File: src/rtl/finger_grip_if.sv
// Command/status bundle between Main, the tenzo stage and one finger motor controller.
// Main drives the i_* side; the controller drives the o_* side.
interface finger_grip_if;
  logic       i_close;
  logic       i_open;
  logic       i_limit1;
  logic       i_open_stop;
  logic       i_clear;
  logic       o_motor_en;
  logic       o_motor_dir;
  logic       o_pwm;
  logic [2:0] o_state;
  logic       o_gripped;
  logic       o_fault;

  modport master (
    output i_close, i_open, i_limit1, i_open_stop, i_clear,
    input  o_motor_en, o_motor_dir, o_pwm, o_state, o_gripped, o_fault
  );

  modport slave (
    input  i_close, i_open, i_limit1, i_open_stop, i_clear,
    output o_motor_en, o_motor_dir, o_pwm, o_state, o_gripped, o_fault
  );
endinterface

File: src/rtl/finger_grip_ctrl.sv
// Finger motor grip sequencer: close until the debounced pressure limit, hold at reduced
// torque, open to the endstop; soft-start PWM ramp, per-move timeout, latched fault.
//
//   state     | meaning
//   IDLE    0 | motor off, waiting for a command
//   CLOSING 1 | driving closed, ramping duty, debouncing i_limit1
//   HOLD    2 | gripped, fixed HOLD_DUTY torque
//   OPENING 3 | driving open, ramping duty, waiting for the endstop
//   FAULT   4 | move timed out, motor off until i_clear
module finger_grip_ctrl #(
  parameter int PWM_BITS  = 8,
  parameter int DEBOUNCE  = 4,
  parameter int TIMEOUT   = 1000,
  parameter int RAMP_STEP = 8,
  parameter int DUTY_MAX  = 200,
  parameter int HOLD_DUTY = 64
) (
  input logic          clk,
  input logic          rst_n,
  finger_grip_if.slave bus
);

  localparam int DEB_W = $clog2(DEBOUNCE + 1);
  localparam int TMO_W = $clog2(TIMEOUT + 1);
  localparam logic [DEB_W-1:0]    DEB_LAST = DEB_W'(DEBOUNCE - 1);
  localparam logic [TMO_W-1:0]    TMO_LAST = TMO_W'(TIMEOUT - 1);
  localparam logic [PWM_BITS-1:0] CNT_MAX  = '1;
  localparam logic [PWM_BITS:0]   STEP_EXT = (PWM_BITS + 1)'(RAMP_STEP);
  localparam logic [PWM_BITS:0]   MAX_EXT  = (PWM_BITS + 1)'(DUTY_MAX);
  localparam logic [PWM_BITS-1:0] HOLD_D   = PWM_BITS'(HOLD_DUTY);

  typedef enum logic [2:0] {
    S_IDLE    = 3'd0,
    S_CLOSING = 3'd1,
    S_HOLD    = 3'd2,
    S_OPENING = 3'd3,
    S_FAULT   = 3'd4
  } state_t;

  state_t              state, state_nxt;
  logic [DEB_W-1:0]    deb_cnt, deb_nxt;
  logic [TMO_W-1:0]    tmo_cnt, tmo_nxt;
  logic [PWM_BITS-1:0] pwm_cnt, duty, duty_nxt;
  logic [PWM_BITS:0]   duty_sum;
  logic                grip_hit, tmo_hit, moving_nxt;
  logic                motor_en, motor_dir, pwm, gripped, fault;

  always_comb begin
    grip_hit   = bus.i_limit1 && (deb_cnt == DEB_LAST);
    tmo_hit    = (tmo_cnt == TMO_LAST);
    state_nxt  = state;
    case (state)
      S_IDLE: begin
        if (bus.i_close && !bus.i_open)
          state_nxt = S_CLOSING;
        else if (bus.i_open && !bus.i_close && !bus.i_open_stop)
          state_nxt = S_OPENING;
      end
      S_CLOSING: begin
        if (bus.i_open)    state_nxt = S_OPENING;
        else if (grip_hit) state_nxt = S_HOLD;
        else if (tmo_hit)  state_nxt = S_FAULT;
      end
      S_HOLD:    if (bus.i_open) state_nxt = S_OPENING;
      S_OPENING: begin
        if (bus.i_open_stop) state_nxt = S_IDLE;
        else if (tmo_hit)    state_nxt = S_FAULT;
      end
      S_FAULT:   if (bus.i_clear) state_nxt = S_IDLE;
      default:   state_nxt = S_FAULT;
    endcase

    moving_nxt = (state_nxt == S_CLOSING) || (state_nxt == S_OPENING);

    deb_nxt = '0;
    if (state == S_CLOSING && state_nxt == S_CLOSING && bus.i_limit1)
      deb_nxt = deb_cnt + 1'b1;

    tmo_nxt = '0;
    if (moving_nxt && state_nxt == state)
      tmo_nxt = tmo_cnt + 1'b1;

    // Entering a move (including a reversal) restarts the soft-start ramp from zero.
    duty_sum = {1'b0, duty} + STEP_EXT;
    duty_nxt = '0;
    if (moving_nxt) begin
      if (state_nxt != state)
        duty_nxt = '0;
      else if (pwm_cnt == CNT_MAX)
        duty_nxt = (duty_sum > MAX_EXT) ? MAX_EXT[PWM_BITS-1:0] : duty_sum[PWM_BITS-1:0];
      else
        duty_nxt = duty;
    end else if (state_nxt == S_HOLD) begin
      duty_nxt = HOLD_D;
    end
  end

  always_ff @(posedge clk or negedge rst_n) begin
    if (!rst_n) begin
      state     <= S_IDLE;
      deb_cnt   <= '0;
      tmo_cnt   <= '0;
      pwm_cnt   <= '0;
      duty      <= '0;
      motor_en  <= 1'b0;
      motor_dir <= 1'b0;
      gripped   <= 1'b0;
      fault     <= 1'b0;
      pwm       <= 1'b0;
    end else begin
      state     <= state_nxt;
      deb_cnt   <= deb_nxt;
      tmo_cnt   <= tmo_nxt;
      pwm_cnt   <= pwm_cnt + 1'b1;
      duty      <= duty_nxt;
      motor_en  <= (state_nxt == S_CLOSING) || (state_nxt == S_HOLD) || (state_nxt == S_OPENING);
      motor_dir <= (state_nxt == S_CLOSING) || (state_nxt == S_HOLD);
      gripped   <= (state_nxt == S_HOLD);
      fault     <= (state_nxt == S_FAULT);
      pwm       <= motor_en && (pwm_cnt < duty);
    end
  end

  assign bus.o_motor_en  = motor_en;
  assign bus.o_motor_dir = motor_dir;
  assign bus.o_pwm       = pwm;
  assign bus.o_state     = state;
  assign bus.o_gripped   = gripped;
  assign bus.o_fault     = fault;

endmodule
File: src/flat_wrapper.sv
// flat-port wrapper written by rule: the top's interface ports become plain ports
module finger_grip_ctrl_flat 
#(
  parameter int PWM_BITS  = 8,
  parameter int DEBOUNCE  = 4,
  parameter int TIMEOUT   = 1000,
  parameter int RAMP_STEP = 8,
  parameter int DUTY_MAX  = 200,
  parameter int HOLD_DUTY = 64
)
  (clk, rst_n, bus_i_close, bus_i_open, bus_i_limit1, bus_i_open_stop, bus_i_clear, bus_o_motor_en, bus_o_motor_dir, bus_o_pwm, bus_o_state, bus_o_gripped, bus_o_fault);
  finger_grip_if bus_i ();
  input logic clk;
  input logic rst_n;
  input wire logic [$bits(bus_i.i_close)-1:0] bus_i_close;
  input wire logic [$bits(bus_i.i_open)-1:0] bus_i_open;
  input wire logic [$bits(bus_i.i_limit1)-1:0] bus_i_limit1;
  input wire logic [$bits(bus_i.i_open_stop)-1:0] bus_i_open_stop;
  input wire logic [$bits(bus_i.i_clear)-1:0] bus_i_clear;
  output wire logic [$bits(bus_i.o_motor_en)-1:0] bus_o_motor_en;
  output wire logic [$bits(bus_i.o_motor_dir)-1:0] bus_o_motor_dir;
  output wire logic [$bits(bus_i.o_pwm)-1:0] bus_o_pwm;
  output wire logic [$bits(bus_i.o_state)-1:0] bus_o_state;
  output wire logic [$bits(bus_i.o_gripped)-1:0] bus_o_gripped;
  output wire logic [$bits(bus_i.o_fault)-1:0] bus_o_fault;
  assign bus_i.i_close = bus_i_close;
  assign bus_i.i_open = bus_i_open;
  assign bus_i.i_limit1 = bus_i_limit1;
  assign bus_i.i_open_stop = bus_i_open_stop;
  assign bus_i.i_clear = bus_i_clear;
  assign bus_o_motor_en = bus_i.o_motor_en;
  assign bus_o_motor_dir = bus_i.o_motor_dir;
  assign bus_o_pwm = bus_i.o_pwm;
  assign bus_o_state = bus_i.o_state;
  assign bus_o_gripped = bus_i.o_gripped;
  assign bus_o_fault = bus_i.o_fault;
  finger_grip_ctrl #(.PWM_BITS(PWM_BITS), .DEBOUNCE(DEBOUNCE), .TIMEOUT(TIMEOUT), .RAMP_STEP(RAMP_STEP), .DUTY_MAX(DUTY_MAX), .HOLD_DUTY(HOLD_DUTY)) u_core (.clk(clk), .rst_n(rst_n), .bus(bus_i));
endmodule
File: config.mk
export PLATFORM = sky130hd
export DESIGN_NAME = finger_grip_ctrl_flat
export DESIGN_NICKNAME = d
export VERILOG_FILES = /design/src/rtl/finger_grip_if.sv /design/src/rtl/finger_grip_ctrl.sv /design/src/flat_wrapper.sv
export SDC_FILE = /design/constraint.sdc
export NUM_CORES = 1
export LEC_CHECK = 0
export CAP_MARGIN = 30
export CORE_MARGIN = 2
export CORE_UTILIZATION = 30
export DETAILED_ROUTE_END_ITERATION = 10
export GPL_TIMING_DRIVEN = 0
export HOLD_SLACK_MARGIN = 0.12
export PLACE_DENSITY = 0.43
export SYNTH_ARGS = -nofsm -noshare
export SYNTH_HDL_FRONTEND = slang
export SYNTH_SLANG_ARGS = --single-unit
File: constraint.sdc
create_clock -name clk -period 3 [get_ports clk]
set_clock_uncertainty 0.2 [all_clocks]
set_input_delay 0.75 -clock clk [delete_from_list [all_inputs] [get_ports clk]]
set_output_delay 0.75 -clock clk [all_outputs]
set_load 0.05 [all_outputs]
==> results by group, run 1 <==
Power
  • Clock Power Share: 26.6%
  • Total power: 1.477 mW
  • Net Sw Frac: 37.03%
  • NetSw: 0.5468 mW
  • Part of the power in registers: 39.7%
  • Peak supply drop: 0.3161 mV
  • Combinational share of power: 33.8%
  • Internal: 0.9298 mW
  • Leakage: 0.9330 nW
  • Pwr dens: 735.8 mW/mm^2

Route
  • WL/cell: 12.40 um
  • Starting DRC count in detailed routing: 63
  • Via-per-instance ratio: 4.651
  • Post-Route WL: 3161 um
  • First drt pass iteration count: 4
  • Post-route ant nets: 0
  • Via count: 1186
  • DRC violations left: 0

Floorplan
  • Starting density of the core: 30.73%
  • Die width: 78.65 um
  • Core area: 0.005439 mm^2
  • Die ar.: 0.006185 mm^2
  • Die Ht: 78.65 um
  • IO Count: 15
  • Std cell rows: 27

Run status
  • Status: completed

Logic synthesis
  • Synth Instances: 161
  • Net count after synthesis: 178
  • Post-synthesis sequential area ratio: 50.90%
  • Mapped Area: 0.001672 mm^2
  • Yosys warns: 0
  • Count of state elements after synthesis: 34
  • Avg Cell Area, Syn: 10.38 um^2
  • Yosys cell types: 37

Layout
  • Synthesis-to-layout area growth: 20.06%
  • N_diodes: 0
  • Post-Layout Cell Count: 255
  • Layout Utilization: 36.90%
  • Fin area: 0.002007 mm^2
  • Fin nets: 199
  • Layout cells sized above 1: 6.557%

Worst setup path
  • Reg2reg path depth: 8
  • R2R Path End: u_core.duty[6]$_DFFE_PN0P_
  • Crit path launch type: input port
  • Crit Path Class: input port to flop
  • WP data arrival: 2.61 ns
  • CP max FO: 7
  • CP endpoint kind: flop
  • Slowest cell on the critical path: or4_1
  • Crit-path cells: clkdlybuf4s50_1 -> a21oi_1 -> nor3_1 -> or4_1 -> clkbuf_1 -> nor4_1 -> a21oi_1
  • R2r setup slk: 0.52 ns
  • R2R Path Start: u_core.deb_cnt[0]$_DFF_PN0_
  • Max incr delay on CP: 0.50 ns
  • Cell mode on critical path: a21oi_1
  • CP required: 2.95 ns

Placed design
  • DP Worst Slack: 0.02898 ns
  • Post-DP Area: 0.001897 mm^2
  • DPL Wire Length: 2287 um
  • Final Wtd Congestion: 0.8506
  • Port Buffers: 14
  • Dpl cells: 247

CTS
  • Clock Tree Root: clkbuf_8
  • H-tree Lvls: 2
  • Number of clock sinks: 34
  • Post-CTS sizing: 0
  • TritonCTS clock tree: done
  • Reg clk slew, reported paths: 0.06 ns
  • Max Root-Sink Buffers: 2
  • Cts bufs inserted: 5
  • Hold buffers post-CTS: 0
  • Worst-skew pair later-pin latency: 0.28 ns
  • Setup repair bufs after CTS: 0

Timing
  • Final Hold Fails: 0
  • Slew margin rel.: 50.12%
  • Slew Viols, Final: 0
  • Tcrit/Tclk final: 88.80%
  • # setup viols final: 0
  • Achievable Freq: 375.4 MHz
  • TNS Setup: 0 ns
  • Tmin final: 2.664 ns
  • Worst slew pin tran: 0.7481 ns
  • Fin worst setup slack: 0.3360 ns
  • Unrepaired setup endpoints after global routing: false
  • Min Hold Slack: 0.2308 ns

Global routing
  • First-pass GRT wire length: 5554 um
  • Initial antenna violation count: 0
  • Gr busiest metal: met2
  • Met3 Resource Use GR: 4.138%
  • Global-route met1 utilization: 15.66%
  • Overflow after GRT: 0
  • Gr usage total: 11.57%
  • Routing usage on met2: 17.18%
  • Number of global-route vias before repair: 1172
  • Largest net degree at the start of global routing: 35

Hold path
  • Hold Crit Start: u_core.deb_cnt[0]$_DFF_PN0_
  • Hold Path Class: flop to flop
  • Worst Hold Depth: 1
  • Hold EP: u_core.deb_cnt[0]$_DFF_PN0_

Run
  • # Max-Cap Violations: 0
critical path, delay by kind of cell:
| kind | cells | cell delay, ns |
|---|---|---|
| AO/OA/AOI/OAI | 2 | 0.27 |
| buffers and inverters | 2 | 0.69 |
| AND/OR/NAND/NOR | 3 | 0.91 |
synthesized netlist by cell type, drive strengths merged:
master	instances	area, um^2
and4	2	20.02
nand2	10	37.54
a211o	1	8.760
xor2	8	70.07
o22ai	1	6.260
and4bb	1	12.51
ha	10	125.1
nor4	1	6.260
a211oi	2	15.01
or4	2	18.77
or3	1	6.260
a21o	1	7.510
o21a	3	22.52
a31oi	2	12.51
o21ai	4	20.02
mux2i	2	20.02
nor4bb	1	10.01
xnor2	6	52.55
nand4	4	25.02
inv	14	52.55
and3	5	31.28
nor4b	2	17.52
or3b	1	8.760
nor3	1	5.000
dfrtp	34	850.8
clkbuf	2	7.510
a21oi	8	40.04
o32a	1	10.01
nand2b	1	6.260
o21bai	1	7.510
and3b	2	17.52
a311oi	1	8.760
nor2	16	60.06
nand3	9	45.04
and2	1	6.260
registers in the layout, summed over array words and instances (netlist names):
register and count:
u_core.duty 5, u_core.bus.o_pwm 1, u_core.bus.o_state 3, u_core.deb_cnt 3, u_core.bus.o_gripped 1, u_core.bus.o_fault 1
u_core.pwm_cnt 8, u_core.bus.o_motor_dir 1, u_core.tmo_cnt 10, u_core.bus.o_motor_en 1
cells in the final DEF (no fill, tap or decap), types with 2 or more instances in the layout:
cell type | synthesis | final
nand3_1 | 9 | 9
nand4_1 | 4 | 4
dfrtp_1 | 34 | 34
o21ai_0 | 4 | 4
a211oi_1 | 2 | 2
clkbuf_8 | 0 | 8
ha_1 | 10 | 10
inv_1 | 14 | 14
o21a_1 | 3 | 3
nor4b_1 | 2 | 2
and3_1 | 5 | 5
a31oi_1 | 2 | 2
and3b_1 | 2 | 2
nand2_1 | 10 | 10
xnor2_1 | 6 | 6
xor2_1 | 8 | 8
a21oi_1 | 8 | 8
clkbuf_1 | 2 | 2
clkdlybuf4s50_1 | 0 | 13
nor2_1 | 16 | 16
mux2i_1 | 2 | 2
metal layers:
layer / up-vias / routed length, um
li1: 603 / -
met1: 568 / 1654
met2: 10 / 1391
met3: 5 / 89
met4: 0 / 26
met5: - / 0
power by group through the flow:
stage	combinational, mW	clock, mW	sequential (mW)
after floorplan	0.218	0	0.713
after global placement	0.495	0	0.593
after detailed placement	0.507	0	0.594
after CTS	0.507	0.406	0.585
after global routing	0.550	0.439	0.598
final	0.499	0.392	0.586
worst max path at each step:
stage / startpoint / endpoint / slack (ns) / cells past startpoint
after detailed placement: bus_i_open / u_core.tmo_cnt[6]$_DFF_PN0_ / 0.03 / 7
after floorplan: u_core.bus.o_state[2]$_DFF_PN0_ / u_core.duty[6]$_DFFE_PN0P_ / 0.73 / 6
after global placement: bus_i_open / u_core.tmo_cnt[6]$_DFF_PN0_ / 0.07 / 7
final: bus_i_open / u_core.duty[6]$_DFFE_PN0P_ / 0.34 / 7
after CTS: bus_i_open / u_core.tmo_cnt[9]$_DFF_PN0_ / 0.33 / 7
after global routing: bus_i_open / u_core.tmo_cnt[0]$_DFF_PN0_ / 0.14 / 7
cells by family (layout without fill, tap and decap cells):
family          after synthesis  count (layout)  synth area share, %
compound gates               25              25                9.506
xor+xnor                     14              14                7.335
fa+ha+maj                    10              10                7.485
buf+inv                      16              38                3.593
flops                        34              34                50.90
mux                           2               2                1.198
simple gates                 60              60                19.99
cell type report:
cell class | count | area (um^2)
inverters | 14 | 52.55
well taps | 72 | 90.09
multi-input cells | 111 | 760.7
fillers | 556 | 3432
clock buffers | 8 | 110.1
flip-flops and latches | 34 | 850.8
repair buffers | 14 | 135.1
plain buffers | 2 | 7.507
Note: power is estimated with default switching activity, not from simulation.
==> run 2: changes to the inputs <==
Settings changed: CORE_UTILIZATION 30 to 56, PLACE_DENSITY 0.43 to 0.74.
==> run 2 against run 1 <==
The flow now finishes with violations (DRC). Sequential share of layout area grew 2.3 points. Combinational power shrank 1%. Die area shrank 44%. First-iteration DRC count shrank 24%. Flip-flop and latch count is the same. Cell area shrank 5.0%. Sequential power is essentially flat. Final cell count shrank 16%. Register-to-register slack lost 0.05 ns.
==> results by group, run 2 (synthesized netlist as in run 1, its figures left out) <==
Global routing
  • Gr usage total: 19.45%
  • Number of global-route vias before repair: 1193
  • First-pass GRT wire length: 5030 um
  • Initial antenna violation count: 0
  • Overflow after GRT: 0
  • Largest net degree at the start of global routing: 35

Timing
  • Worst slew pin tran: 0.7419 ns
  • # setup viols final: 0
  • Achievable Freq: 379.4 MHz
  • Slew Viols, Final: 0
  • Tcrit/Tclk final: 87.86%
  • Final Hold Fails: 0
  • Slew margin rel.: 50.54%
  • Unrepaired setup endpoints after global routing: false
  • Tmin final: 2.636 ns
  • Fin worst setup slack: 0.3643 ns
  • Min Hold Slack: 0.2386 ns
  • TNS Setup: 0 ns

Power
  • Pwr dens: 701.7 mW/mm^2
  • Peak supply drop: 0.3712 mV
  • Leakage: 0.9108 nW
  • Total power: 1.337 mW

Route
  • WL/cell: 13.75 um
  • Post-Route WL: 2942 um
  • Met3 WL: 149 um
  • M1 WL: 1321 um
  • Starting DRC count in detailed routing: 48
  • First drt pass iteration count: 7
  • Max Used Layer: met4
  • DRC violations left: 4
  • Via-per-instance ratio: 5.808
  • Post-route ant nets: 0
  • Via count: 1243
  • Detailed route wirelength on metal2: 1422 um

Worst setup path
  • CP Buf/Inv Count: 3
  • R2r setup slk: 0.47 ns
  • Cell mode on critical path: clkbuf_1
  • CP max FO: 10
  • WP data arrival: 2.69 ns
  • R2R Path End: u_core.tmo_cnt[4]$_DFF_PN0_
  • Crit Path Class: input port to flop
  • R2R Path Start: u_core.deb_cnt[0]$_DFF_PN0_
  • Slowest cell on the critical path: or4_1
  • Crit path launch type: input port
  • Max incr delay on CP: 0.51 ns
  • CP delay by family, top: buffers and inverters
  • CP endpoint kind: flop
  • Crit-path cells: clkdlybuf4s50_1 -> a21oi_1 -> nor3_1 -> or4_1 -> clkbuf_1 -> clkbuf_1 -> nor2_1
  • CP required: 3.06 ns
  • Reg2reg path depth: 8

Floorplan
  • Std cell rows: 19
  • Die width: 58.64 um
  • Starting density of the core: 59.59%
  • Die Ht: 58.64 um
  • IO Count: 15
  • Die ar.: 0.003438 mm^2
  • Core area: 0.002805 mm^2

CTS
  • Cts bufs inserted: 5
  • H-tree Lvls: 2
  • Hold buffers post-CTS: 0
  • Reg clk slew, reported paths: 0.09 ns
  • Worst-skew pair later-pin latency: 0.34 ns
  • Number of clock sinks: 34
  • Post-CTS sizing: 0
  • Clock Tree Root: clkbuf_4
  • TritonCTS clock tree: done
  • Setup repair bufs after CTS: 0
  • Max Root-Sink Buffers: 2

Layout
  • Register Area: 850.8 um^2
  • Largest reg by FF count: u_core.tmo_cnt
  • Number of fill cells: 225
  • Layout Utilization: 67.93%
  • Commonest non-fill, non-tap cell in the layout: dfrtp_1
  • Fin nets: 199
  • Commonest non-fill, non-tap cells in the layout: dfrtp_1 (34), nor2_1 (16), inv_1 (14)
  • Area of the multi-input gates: 760.7 um^2
  • N_diodes: 0
  • Layout cells sized above 1: 6.011%
  • Biggest regs: u_core.tmo_cnt x10, u_core.pwm_cnt x8, u_core.duty x5
  • Post-Layout Cell Count: 214
  • Synthesis-to-layout area growth: 14.00%
  • Fin area: 0.001906 mm^2
  • Max reg flops: 10

Run status
  • Status: finished, violations left
  • Failing checks: DRC

Hold path
  • Hold EP: u_core.deb_cnt[0]$_DFF_PN0_
  • Hold Path Class: flop to flop
  • Worst Hold Depth: 1
  • Hold Crit Start: u_core.deb_cnt[0]$_DFF_PN0_

Placed design
  • Post-DP Area: 0.001846 mm^2
  • DP Worst Slack: 0.02635 ns
  • Dpl cells: 206
  • Port Buffers: 14
  • Final Wtd Congestion: 0.8346
  • DPL Wire Length: 2140 um

Run
  • # Max-Cap Violations: 0
run 2: cell types whose count changed in the layout (fill, tap and decap cells not counted):
cell and change:
clkbuf_4 +5, clkbuf_8 -7, clkinv_2 +1, clkbuf_1 +1
run 2: worst max path at each step:
| stage | start | endpoint | slack, ns | cells after the start |
|---|---|---|---|---|
| 6_report | bus_i_open | u_core.tmo_cnt[4]$_DFF_PN0_ | 0.36 | 7 |
| 5_1_grt | bus_i_open | u_core.tmo_cnt[6]$_DFF_PN0_ | 0.26 | 7 |
| 4_1_cts | u_core.bus.o_state[0]$_DFF_PN0_ | bus_o_state[0] | 0.36 | 1 |
| 3_5_place_dp | bus_i_open | u_core.tmo_cnt[4]$_DFF_PN0_ | 0.03 | 7 |
| 3_3_place_gp | bus_i_open | u_core.duty[6]$_DFFE_PN0P_ | 0.13 | 7 |
| 2_1_floorplan | u_core.bus.o_state[2]$_DFF_PN0_ | u_core.duty[6]$_DFFE_PN0P_ | 0.73 | 6 |
run 2: cell type report:
type	instances	share of cell area (%)
plain buffers	2	0.3940
clock buffers	7	2.889
flip-flops and latches	34	44.65
multi-input cells	111	39.92
clock inverters	1	0.2626
well taps	31	2.035
repair buffers	14	7.091
inverters	14	2.758
run 2: power by group:
group	switching (mW)	leakage, nW	internal [mW]	total (mW)
combinational	0.316	0.432	0.177	0.493
sequential	0.0619	0.443	0.521	0.583
clock	0.148	0.0353	0.114	0.261
run 2: metal layers:
layer / up-vias / global-route usage, %
met4: 0 / 7.792
met5: - / 0
met2: 27 / 33.71
li1: 609 / -
met1: 601 / 23.33
met3: 6 / 4.615
